### config.mk
export PLATFORM = sky130hd
export DESIGN_NAME = counter_trig_sched
export DESIGN_NICKNAME = d
export VERILOG_FILES = /design/src/rtl/counter_trig_sched.sv
export SDC_FILE = /design/constraint.sdc
export NUM_CORES = 1
export LEC_CHECK = 0
export ABC_AREA = 0
export ABC_CLOCK_PERIOD_IN_PS = 11400
export BUFFER_PORTS_ARGS = -buffer_cell sky130_fd_sc_hd__buf_2
export CORE_MARGIN = 2
export CORE_UTILIZATION = 27
export CTS_CLUSTER_SIZE = 40
export DETAILED_ROUTE_END_ITERATION = 12
export SYNTH_ARGS = -nofsm -noshare
export SYNTH_HDL_FRONTEND = slang
export SYNTH_SLANG_ARGS = --single-unit
### constraint.sdc
create_clock -name i_pclk -period 11.4 [get_ports i_pclk]
set_input_delay 1.71 -clock i_pclk [delete_from_list [all_inputs] [get_ports i_pclk]]
set_output_delay 1.71 -clock i_pclk [all_outputs]
set_load 0.05 [all_outputs]
### src/rtl/counter_trig_sched.sv
// Programmable trigger sequencer: walks a command table, firing counter triggers.
// Optional looping support is enabled by defining COUNTER_TRIG_SCHED_LOOP_EN.
module counter_trig_sched #(
    parameter int COUNTER_NUM = 4,
    parameter int DEPTH       = 8,
    parameter int DLY_WIDTH   = 16
) (
    input  logic                       i_pclk,
    input  logic                       i_prst,
    input  logic                       i_cmd_wr_en,
    input  logic [$clog2(DEPTH)-1:0]   i_cmd_wr_addr,
    input  logic [DLY_WIDTH-1:0]       i_cmd_wr_delay,
    input  logic [1:0]                 i_cmd_wr_op,
    input  logic                       i_cmd_wr_global,
    input  logic [COUNTER_NUM-1:0]     i_cmd_wr_mask,
    input  logic                       i_cmd_wr_last,
    input  logic [3:0]                 i_pulse_width,
    input  logic                       i_seq_start,
    input  logic                       i_seq_abort,
    input  logic                       i_seq_loop,
    output logic [COUNTER_NUM-1:0]     o_single_start_trigger,
    output logic [COUNTER_NUM-1:0]     o_single_stop_trigger,
    output logic [COUNTER_NUM-1:0]     o_single_clear_trigger,
    output logic [COUNTER_NUM-1:0]     o_single_reset_trigger,
    output logic                       o_global_start_trigger,
    output logic                       o_global_stop_trigger,
    output logic                       o_global_clear_trigger,
    output logic                       o_global_reset_trigger,
    output logic                       o_busy,
    output logic [$clog2(DEPTH)-1:0]   o_cur_idx,
    output logic                       o_done,
    output logic                       o_wr_err
);

    localparam int AW = $clog2(DEPTH);
    localparam logic [AW-1:0] IDX_MAX = AW'(DEPTH - 1);

    typedef enum logic [2:0] {
        IDLE,
        LOAD,
        WAIT,
        FIRE,
        DONE
    } state_t;

    state_t state;

    logic [DLY_WIDTH-1:0]   tbl_delay [DEPTH];
    logic [1:0]             tbl_op    [DEPTH];
    logic                   tbl_glob  [DEPTH];
    logic [COUNTER_NUM-1:0] tbl_mask  [DEPTH];
    logic                   tbl_last  [DEPTH];

    logic [AW-1:0]                   idx;
    logic [DLY_WIDTH-1:0]            dly_cnt;
    logic [3:0]                      wid_cnt;
    logic [3:0]                      wid_lat;
    logic [3:0][COUNTER_NUM-1:0]     single_q;
    logic [3:0]                      global_q;
    logic                            loop_en;
    logic                            end_entry;

`ifdef COUNTER_TRIG_SCHED_LOOP_EN
    assign loop_en = i_seq_loop;
`else
    logic unused_loop;
    assign unused_loop = i_seq_loop;
    assign loop_en     = 1'b0;
`endif

    assign end_entry = tbl_last[idx] || (idx == IDX_MAX);

    always_ff @(posedge i_pclk or posedge i_prst) begin
        if (i_prst) begin
            for (int i = 0; i < DEPTH; i++) begin
                tbl_delay[i] <= '0;
                tbl_op[i]    <= '0;
                tbl_glob[i]  <= 1'b0;
                tbl_mask[i]  <= '0;
                tbl_last[i]  <= 1'b0;
            end
        end else if (i_cmd_wr_en && state == IDLE) begin
            tbl_delay[i_cmd_wr_addr] <= i_cmd_wr_delay;
            tbl_op[i_cmd_wr_addr]    <= i_cmd_wr_op;
            tbl_glob[i_cmd_wr_addr]  <= i_cmd_wr_global;
            tbl_mask[i_cmd_wr_addr]  <= i_cmd_wr_mask;
            tbl_last[i_cmd_wr_addr]  <= i_cmd_wr_last;
        end
    end

    always_ff @(posedge i_pclk or posedge i_prst) begin
        if (i_prst) begin
            state    <= IDLE;
            idx      <= '0;
            dly_cnt  <= '0;
            wid_cnt  <= '0;
            wid_lat  <= '0;
            single_q <= '0;
            global_q <= '0;
            o_busy   <= 1'b0;
            o_done   <= 1'b0;
            o_wr_err <= 1'b0;
        end else begin
            o_done   <= 1'b0;
            o_wr_err <= i_cmd_wr_en && (state != IDLE);
            if (i_seq_abort) begin
                state    <= IDLE;
                idx      <= '0;
                single_q <= '0;
                global_q <= '0;
                o_busy   <= 1'b0;
            end else begin
                unique case (state)
                    IDLE: begin
                        if (i_seq_start) begin
                            idx    <= '0;
                            state  <= LOAD;
                            o_busy <= 1'b1;
                        end
                    end
                    LOAD: begin
                        dly_cnt <= tbl_delay[idx];
                        state   <= WAIT;
                    end
                    WAIT: begin
                        if (dly_cnt == '0) begin
                            state   <= FIRE;
                            wid_cnt <= '0;
                            wid_lat <= i_pulse_width;
                            if (tbl_glob[idx])
                                global_q[tbl_op[idx]] <= 1'b1;
                            else
                                single_q[tbl_op[idx]] <= tbl_mask[idx];
                        end else begin
                            dly_cnt <= dly_cnt - 1'b1;
                        end
                    end
                    FIRE: begin
                        if (wid_cnt == wid_lat) begin
                            single_q <= '0;
                            global_q <= '0;
                            if (!end_entry) begin
                                idx   <= idx + 1'b1;
                                state <= LOAD;
                            end else if (loop_en) begin
                                idx   <= '0;
                                state <= LOAD;
                            end else begin
                                state  <= DONE;
                                o_done <= 1'b1;
                                o_busy <= 1'b0;
                            end
                        end else begin
                            wid_cnt <= wid_cnt + 1'b1;
                        end
                    end
                    DONE: state <= IDLE;
                    default: state <= IDLE;
                endcase
            end
        end
    end

    assign o_single_start_trigger = single_q[0];
    assign o_single_stop_trigger  = single_q[1];
    assign o_single_clear_trigger = single_q[2];
    assign o_single_reset_trigger = single_q[3];
    assign o_global_start_trigger = global_q[0];
    assign o_global_stop_trigger  = global_q[1];
    assign o_global_clear_trigger = global_q[2];
    assign o_global_reset_trigger = global_q[3];
    assign o_cur_idx              = idx;

endmodule

==> impl_metrics.ini, run 1 <==
[run_status]
status = finished, final reports clean

[timing]
finalHoldViolCount = 0
period_needed_ns = 3.73
fin_worst_skew_ns = 0.00764
fmax_mhz = 268
worstMarginPinSlew_ns = 1.04
finalSetupViolations = 0
slew_viol_final = 0
period_share_pct = 32.7
rsz0062_at_grt = false
relSlewSlack_pct = 30.5
finalWorstSetupSlack_ns = 7.67
final.setup.tns_ns = 0

[clocking]
cts_hold_buf = 0
clk_latency_ns = 0.53
root_buffer = clkbuf_16
cts_tree = done
cts.sinks = 245
cts_resized = 0
htree_levels = 1
post-cts-setup-buffers = 0
cts_buffers = 26
cts_buffer_depth = 3
clkTransAtPathRegs_ns = 0.06

[place]
port_buffers = 61
pre_cts_ws_ns = 6.89
dp_hpwl_um = 16400
gp_congestion = 0.779

[floorplanning]
die_w_um = 210
num_rows = 75
start_util_pct = 27.3
dieArea_um2 = 44000
core_area_um2 = 41900
fp.dieH_um = 210
io_pins = 63

[setup_path]
critical_path_class = input port to async pin
cp_slowest_cell = buf_4
timing.rr.start = o_cur_idx[0]
timing.rr.end = o_single_reset_trigger[2]
worstPathRequired_ns = 11.77
ff2ff_path_depth = 6
path_common_cell = buf_4
start_kind = input port
ff2ff_setup_slack_ns = 7.99
crit_path_end_kind = async pin
worstPathMaxFanout = 97
path_cells = buf_2, inv_8, buf_4, buf_4
critPathLaunch = i_prst
slowest_delay_ns = 0.93
arrival_ns = 4.10

[route]
drtIter0Drc = 387
drc = 0
routed_via_density = 4.93
vias = 6946
drt-total-wl_um = 26700
routedWlPerCell_um = 18.9
final_antenna_net_count = 0
dr.pass1.iters = 5

[yosys]
avgSynthCellArea_um2 = 14.5
async_flop_share_pct = 100
yosysWarnings = 0
syn_nets = 830
synth.area.top_cells = dfrtp_1 54%, mux2_2 21%, mux4_2 9.3%
synth_cell_type_count = 63
syn_inst = 788
synth_flop_cell = dfrtp_1
ys_seq_area_share_pct = 53.7
yosys.area.top_type_share_pct = 53.7
yosysTopAreaCell = dfrtp_1
syn-cell-area_um2 = 11400
synth_edf_count = 0
synth_seq_cells = 245

[power_and_ir_drop]
leakage_nw = 5.47
worst_ir_drop_vdd_mv = 0.103
p_per_area_nw_per_um2 = 210

[layout]
nNetsFinal = 892
area_delta_synth_final_pct = 15.9
drive_gt1_share_pct = 46.3

[worst_hold_path]
min-delay-start = o_single_stop_trigger[0]
hp-class = flip-flop to flip-flop
holdPathEnd = o_single_stop_trigger[0]
min_path_cells = 1

[job]
max_cap_violations = 0

[global_route]
grt_overflow = 0
grt_max_degree = 98
grt_pass1_wl_um = 42900
grtUsageTotal_pct = 12.3
antenna_found_initial = 6
grt_pass1_vias = 7447
-- worst max path at each step --
stage                              end  slack (ns)  cells after the start
after floorplan             dly_cnt[0]        2.96                      1
after detailed placement  o_cur_idx[0]        6.89                      4
after global routing      o_cur_idx[0]        7.15                      4
after CTS                 o_cur_idx[0]        7.45                      4
after global placement    o_cur_idx[0]        6.94                      4
final                     o_cur_idx[0]        7.67                      4
-- report_power, final --
group	switching [mW]	internal, mW
combinational	0.257	0.347
clock	0.346	0.539
sequential	0.150	1.14
total	0.752	2.02
-- layout by cell type, fill, tap and decap left out, drive strengths merged, types with 12 or more instances in the layout --
cell,n
a21oi,14
mux4,47
a22o,15
nor2,26
mux2i,14
nand2,31
buf,75
clkbuf,38
o2bb2ai,20
mux2,209
o21ai,12
dfrtp,245
-- flip-flops by register name, summed over array words and instances, names as in the netlist --
name                    count
o_done                      1
o_single_clear_trigger      4
dly_cnt                    16
wid_cnt                     4
tbl_last                    8
wid_lat                     4
o_single_reset_trigger      4
tbl_glob                    8
tbl_mask                   32
tbl_delay                 128
tbl_op                     16
global_q                    4
o_wr_err                    1
o_single_stop_trigger       4
o_busy                      1
o_cur_idx                   3
o_single_start_trigger      4
state                       3
-- kinds of logic (layout without fill, tap and decap cells) --
family,count (synthesis),after routing,share of synthesized area [%]
AOI/OAI and AO/OA,100,100,6.79
xor gates and xnor gates,4,4,0.307
adders and majority gates,5,5,0.548
buffers and inverters,49,131,2.14
DFF,245,245,53.7
muxes,270,270,31.1
other,0,1,0
and+or+nand+nor,115,115,5.41
-- layer usage --
layer | vias up | GRT usage, % | part of all wire [%]
met5 | - | 0 | 0.21
met4 | 10 | 2.57 | 1.4
met3 | 40 | 2.56 | 5.4
met2 | 132 | 19.6 | 46
met1 | 3653 | 17.3 | 47
li1 | 3111 | - | -
-- stage by stage --
step,std cells,util [%],hold WS (ns),total power [mW],instance area (um^2)
6_report,1410,31.6,0.484,2.77,13200
5_1_grt,1409,31.6,0.501,2.93,13200
4_1_cts,1409,31.6,0.491,2.80,13200
3_5_place_dp,1361,29.4,0.474,1.91,12300
3_3_place_gp,1361,29.4,0.474,1.88,12300
2_1_floorplan,788,-,0.466,1.75,11400
-- critical path: cells and delay by family --
kind / cells / cell delay [ns]
buf+inv: 4 / 2.29
-- cell usage after synthesis (3+ instances only) --
library cell and instances:
a21oi_1 13, a22o_1 8, a22o_2 7, a31oi_1 6, and3_1 3, buf_2 27
clkbuf_1 9, dfrtp_1 245, ha_1 5, inv_1 8, mux2_2 209, mux2i_1 14
mux4_2 47, nand2_1 30, nand2b_1 3, nand3_1 11, nand3b_1 3, nand4_1 3
nor2_1 26, nor2b_1 4, nor3_1 7, o211ai_1 5, o21ai_0 11, o22a_1 3
o22ai_1 5, o2bb2ai_1 19, o31ai_1 5, or2_2 4, or3_1 3, or4_1 3
xnor2_1 4
-- layout make-up --
| type | count | area [um^2] |
|---|---|---|
| inverter | 8 | 37.5 |
| sequential | 245 | 6140 |
| clock inverter | 10 | 130 |
| timing repair buffer | 75 | 410 |
| clock buffer | 38 | 777 |
| fill | 4177 | 28600 |
| antenna | 1 | 2.50 |
| multi-input combinational | 494 | 5060 |
| tap | 539 | 674 |
(Power assumes the default switching activity.)
==> inputs of run 2 (changes only) <==
--- a/config.mk
+++ b/config.mk
@@ -6,7 +6,7 @@
 export NUM_CORES = 1
 export LEC_CHECK = 0
 export ABC_AREA = 0
-export ABC_CLOCK_PERIOD_IN_PS = 11400
+export ABC_CLOCK_PERIOD_IN_PS = 3800
 export BUFFER_PORTS_ARGS = -buffer_cell sky130_fd_sc_hd__buf_2
 export CORE_MARGIN = 2
 export CORE_UTILIZATION = 27
==> constraint.sdc (replaced) <==
create_clock -name i_pclk -period 3.8 [get_ports i_pclk]
set_input_delay 0.57 -clock i_pclk [delete_from_list [all_inputs] [get_ports i_pclk]]
set_output_delay 0.57 -clock i_pclk [all_outputs]
set_load 0.05 [all_outputs]
==> impl_metrics.ini, run 2 (synthesis results as in run 1) <==
[power_and_ir_drop]
p_seq_share_pct = 46.4
leakage_nw = 5.51
p_int_mw = 6.06
p_sw_share_pct = 27.1
p_per_area_nw_per_um2 = 624
pwr-share-comb_pct = 22.2
p_switching_mw = 2.25
worst_ir_drop_vdd_mv = 0.303
p_clk_share_pct = 31.4

[clocking]
cts_tree = done
cts_hold_buf = 0
htree_levels = 1
post-cts-setup-buffers = 0
cts_buffer_depth = 3
clk_latency_ns = 0.53
clkTransAtPathRegs_ns = 0.06
cts_resized = 0
cts.sinks = 245
cts_buffers = 27
root_buffer = clkbuf_16

[timing]
rsz0062_at_grt = false
fmax_mhz = 341
final.setup.tns_ns = 0
finalWorstSetupSlack_ns = 0.872
period_share_pct = 77.1
slew_viol_final = 0
period_needed_ns = 2.93
finalHoldViolCount = 0
holdWs_ns = 0.238
finalSetupViolations = 0
relSlewSlack_pct = 29.1
fin_worst_skew_ns = 0.0115
worstMarginPinSlew_ns = 1.06

[route]
final_antenna_net_count = 0
drtIter0Drc = 391
routedWlPerCell_um = 18.8
drt-total-wl_um = 26700
routed_via_density = 4.93
vias = 6989
dr.pass1.iters = 4
drc = 0

[place]
dp_hpwl_um = 17000
pre_cts_ws_ns = 0.853
dp_cells = 1368
dpl-instance-area_um2 = 12400
port_buffers = 61
gp_congestion = 0.799

[floorplanning]
fp.dieH_um = 210
die_w_um = 210
start_util_pct = 27.3
core_area_um2 = 41900
dieArea_um2 = 44000
io_pins = 63
num_rows = 75

[layout]
nNetsFinal = 900
top_register = tbl_delay
reg.largest.list = tbl_delay (128), tbl_mask (32)
area_delta_synth_final_pct = 16.5
drive_gt1_share_pct = 46.5
fin_cells = 1417
post-route-cell-area_um2 = 13300
final_common_cell = dfrtp_1
final_cell_mix = 242 x dfrtp_1, 209 x mux2_2, 61 x buf_2
largest_reg_flops = 128
n_fill_cell = 4154

[setup_path]
worstPathMaxFanout = 24
arrival_ns = 3.34
crit_path_end_kind = flip-flop
timing.rr.start = state[1]
worstPathRequired_ns = 4.21
start_kind = flip-flop
critPathLaunch = state[1]
critical_path_class = flip-flop to flip-flop

[global_route]
grt_overflow = 0
grt_max_degree = 64
grt_pass1_wl_um = 43600
antenna_found_initial = 3
grtUsageTotal_pct = 12.5
grt_pass1_vias = 7417

[run_status]
status = finished, final reports clean

[worst_hold_path]
hp-class = input port to flip-flop
min-delay-start = i_pulse_width[0]

[job]
max_cap_violations = 0
[run 2: cell types whose count changed in the layout (fill, tap and decap cells not counted)]
| cell | before | now |
|---|---|---|
| buf_12 | 0 | 3 |
| inv_8 | 1 | 0 |
| buf_4 | 14 | 18 |
| bufinv_16 | 3 | 2 |
| clkinvlp_4 | 2 | 1 |
| clkbuf_8 | 6 | 8 |
| clkbuf_1 | 5 | 7 |
| clkinv_2 | 5 | 4 |
[run 2: metrics by stage]
stage               total power [mW]  utilization (%)
finish                          8.31             31.8
CTS                             8.40             31.8
global route                    8.79             31.8
global placement                5.65             29.7
floorplan                       5.25                -
detailed placement              5.75             29.7
[run 2: final cells by class]
cell class	instances	area (um^2)	area share [%]
sequential	245	6140	46.1
timing repair buffer	82	500	3.76
clock inverter	6	80.1	0.602
clock buffer	42	812	6.10
multi-input combinational	494	5060	38.1
antenna	1	2.50	0.0188
tap	539	674	5.07
inverter	8	33.8	0.254
[run 2: critical path, stage by stage (launching register included)]
cell	delay (ns)
dfrtp_1	0.47
nor3_1	0.74
nand3b_1	0.46
nor3b_4	0.28
buf_4	0.46
mux2_2	0.40
[run 2: power groups by stage]
stage          Clock [mW]  Combinational (mW)  Sequential [mW]
2_1_floorplan           0                1.46             3.79
3_3_place_gp            0                1.80             3.85
3_5_place_dp            0                1.86             3.89
4_1_cts              2.68                1.87             3.85
5_1_grt              2.79                2.03             3.97
6_report             2.61                1.84             3.86
[run 2: worst paths after layout]
kind,endpoint,slack [ns],cells after the start
max,tbl_mask[22],0.87,5
min in group asynchronous,tbl_delay[126],0.29,2
min,wid_lat[0],0.24,3
max reg2reg,tbl_mask[22],0.87,5
min reg2reg,o_single_clear_trigger[3],0.49,1
max in group asynchronous,tbl_mask[15],2.54,3
[run 2: layer usage]
layer  part of all wire [%]  track usage, %  up-vias
met5                   0.12               0        -
met4                    1.3            2.79        4
met3                    5.1            2.05       25
met2                     45            19.6      116
met1                     48            18.1     3712
li1                       -               -     3132
==> inputs of run 3 (changes only) <==
--- a/config.mk
+++ b/config.mk
@@ -5,8 +5,8 @@
 export SDC_FILE = /design/constraint.sdc
 export NUM_CORES = 1
 export LEC_CHECK = 0
-export ABC_AREA = 0
-export ABC_CLOCK_PERIOD_IN_PS = 3800
+export ABC_AREA = 1
+export ABC_CLOCK_PERIOD_IN_PS = 2410
 export BUFFER_PORTS_ARGS = -buffer_cell sky130_fd_sc_hd__buf_2
 export CORE_MARGIN = 2
 export CORE_UTILIZATION = 27
==> constraint.sdc (replaced) <==
create_clock -name i_pclk -period 2.41 [get_ports i_pclk]
set_input_delay 0.3615 -clock i_pclk [delete_from_list [all_inputs] [get_ports i_pclk]]
set_output_delay 0.3615 -clock i_pclk [all_outputs]
set_load 0.05 [all_outputs]
==> impl_metrics.ini, run 3 <==
[clocking]
root_buffer = clkbuf_16
htree_levels = 1
cts_buffers = 26
cts_buffer_depth = 3
clkTransAtPathRegs_ns = 0.06
cts.sinks = 245
cts_resized = 0
cts_tree = done
clk_latency_ns = 0.54

[setup_path]
critical_path_class = flip-flop to output pin
start_kind = flip-flop
ff2ff_setup_slack_ns = 0.30
timing.rr.start = o_cur_idx[0]
crit_path_end_kind = output pin
worstPathRequired_ns = 2.05
arrival_ns = 1.81
worstPathMaxFanout = 48
ff2ff_path_depth = 11
timing.rr.end = o_single_reset_trigger[0]

[layout]
area_delta_synth_final_pct = 15.0
final_common_cell = nand2_1
multi_input_area_um2 = 4760
antenna_cells = 0
reg.largest.list = tbl_delay (128), tbl_mask (32)
final_util_pct = 31.3
final_cell_mix = 356 x nand2_1, 243 x dfrtp_1, 179 x o21ai_0
drive_gt1_share_pct = 12.2
regArea_um2 = 6140
largest_reg_flops = 128
top_register = tbl_delay
nNetsFinal = 1544
n_fill_cell = 4728
fin_cells = 2111

[yosys]
async_flop_share_pct = 100
syn-cell-area_um2 = 12000
synth.area.top_cells = dfrtp_1 51%, nand2_1 11%, o21ai_0 7.4%
syn_inst = 1472
synth_commonest_cells = 356 x nand2_1, 245 x dfrtp_1, 179 x o21ai_0
syn_nets = 1514
yosys.area.top_type_share_pct = 51.0
yosysWarnings = 0
ys_seq_area_share_pct = 51.0
yosysTopAreaCell = dfrtp_1
post-synth-top-count-cell = nand2_1
synth_edf_count = 0
synth_flop_cell = dfrtp_1
synth_cell_type_count = 37
synth_seq_cells = 245
avgSynthCellArea_um2 = 8.17

[global_route]
grt.busiest_layer = met2
grt_overflow = 0
grt_use_met3_pct = 2.38
grt_max_degree = 92
grtUsageTotal_pct = 13.3
grt_pass1_wl_um = 50200
antenna_found_initial = 4
met1_usage_pct = 18.4
gr-usage-met2_pct = 21.8
grt_pass1_vias = 9393

[timing]
worstMarginPinSlew_ns = 0.617
rsz0062_at_grt = false
holdWs_ns = 0.0616
fin_worst_skew_ns = 0.00712
finalHoldViolCount = 0
period_share_pct = 90.2
final.setup.tns_ns = 0
fmax_mhz = 460
slew_viol_final = 0
finalWorstSetupSlack_ns = 0.237
finalSetupViolations = 0
relSlewSlack_pct = 58.8
period_needed_ns = 2.17

[floorplanning]
io_pins = 63
core_area_um2 = 44100
fp.dieH_um = 215
die_w_um = 215
dieArea_um2 = 46200
start_util_pct = 27.3
num_rows = 77

[place]
dp_hpwl_um = 18800
gp_congestion = 0.797
port_buffers = 61
dp_cells = 2065
pre_cts_ws_ns = 0.319

[power_and_ir_drop]
p_per_area_nw_per_um2 = 1150
worst_ir_drop_vdd_mv = 0.622
leakage_nw = 6.43

[worst_hold_path]
min_path_cells = 3
holdPathEnd = wid_lat[1]
min-delay-start = i_pulse_width[1]
hp-class = input port to flip-flop

[route]
drtIter0Drc = 631
routedWlPerCell_um = 14.4
routed_via_density = 4.58
dr.pass1.iters = 7
vias = 9660
drc = 0
drt-total-wl_um = 30400
final_antenna_net_count = 0

[run_status]
status = finished, final reports clean

[job]
max_cap_violations = 0
run 3: changes by cell type after synthesis, sizes merged, moves of 70 or more:
cell   before  now
nand3      11  114
o21ai      12  204
nor2       26   96
inv         8  177
mux2      209   28
nand2      31  362
a21oi      14   99
run 3: layout make-up:
cell class | instances | area share [%]
Multi-Input combinational cell | 965 | 34.5
Timing Repair Buffer | 86 | 4.85
Sequential cell | 245 | 44.4
Inverter | 178 | 4.86
Clock buffer | 43 | 6.04
Tap cell | 592 | 5.36
Clock inverter | 2 | 0.0724
run 3: where the power goes:
group | switching (mW) | leakage [nW] | internal [mW] | total (mW)
combinational | 3.34 | 3.05 | 1.76 | 5.10
sequential | 0.838 | 2.96 | 6.03 | 6.87
clock | 1.63 | 0.420 | 2.34 | 3.97
run 3: worst max-delay path: stages, from the launching register on:
cell and delay, ns:
dfrtp_2 0.38, buf_4 0.49, buf_2 0.38
run 3: how the worst max path moves through the flow:
stage                            start                   endpoint  slack [ns]
final                     o_cur_idx[1]               o_cur_idx[1]        0.24
after global routing      o_cur_idx[0]  o_single_clear_trigger[0]        0.04
after CTS                 o_cur_idx[1]               o_cur_idx[1]        0.22
after detailed placement  o_cur_idx[0]  o_single_start_trigger[0]        0.32
after global placement    o_cur_idx[0]  o_single_reset_trigger[1]        0.34
after floorplan                 i_prst                 dly_cnt[0]       -1.17
run 3: through the flow:
step	cell area, um^2	total power, mW
6_report	13800	15.9
3_3_place_gp	13000	11.9
4_1_cts	13800	16.1
3_5_place_dp	13000	12.1
2_1_floorplan	12000	10.8
5_1_grt	13800	17.3
run 3: timing repair:
| action | 4_1_cts | 5_1_grt |
|---|---|---|
| hold buffers | 1 | 0 |
| endpoints found under the hold margin | 17 | 0 |
| buffers inserted | 0 | 0 |
run 3: kinds of logic (layout without fill, tap and decap cells):
group                      count (synthesis)  after routing  synth area share [%]
and+or+nand+nor                          586            586                  20.7
AOI/OAI and AO/OA                        336            336                  14.9
buffers and inverters                    262            309                  9.59
DFF                                      245            245                  51.0
muxes                                     28             28                  2.62
xor gates and xnor gates                  10             10                 0.728
adders and majority gates                  5              5                 0.520
run 3: routing by layer:
metal  up-vias  routed length (um)
li1       4800                   -
met1      4612               14300
met2       190               14200
met3        50                1340
met4         8                 471
met5         -                  50
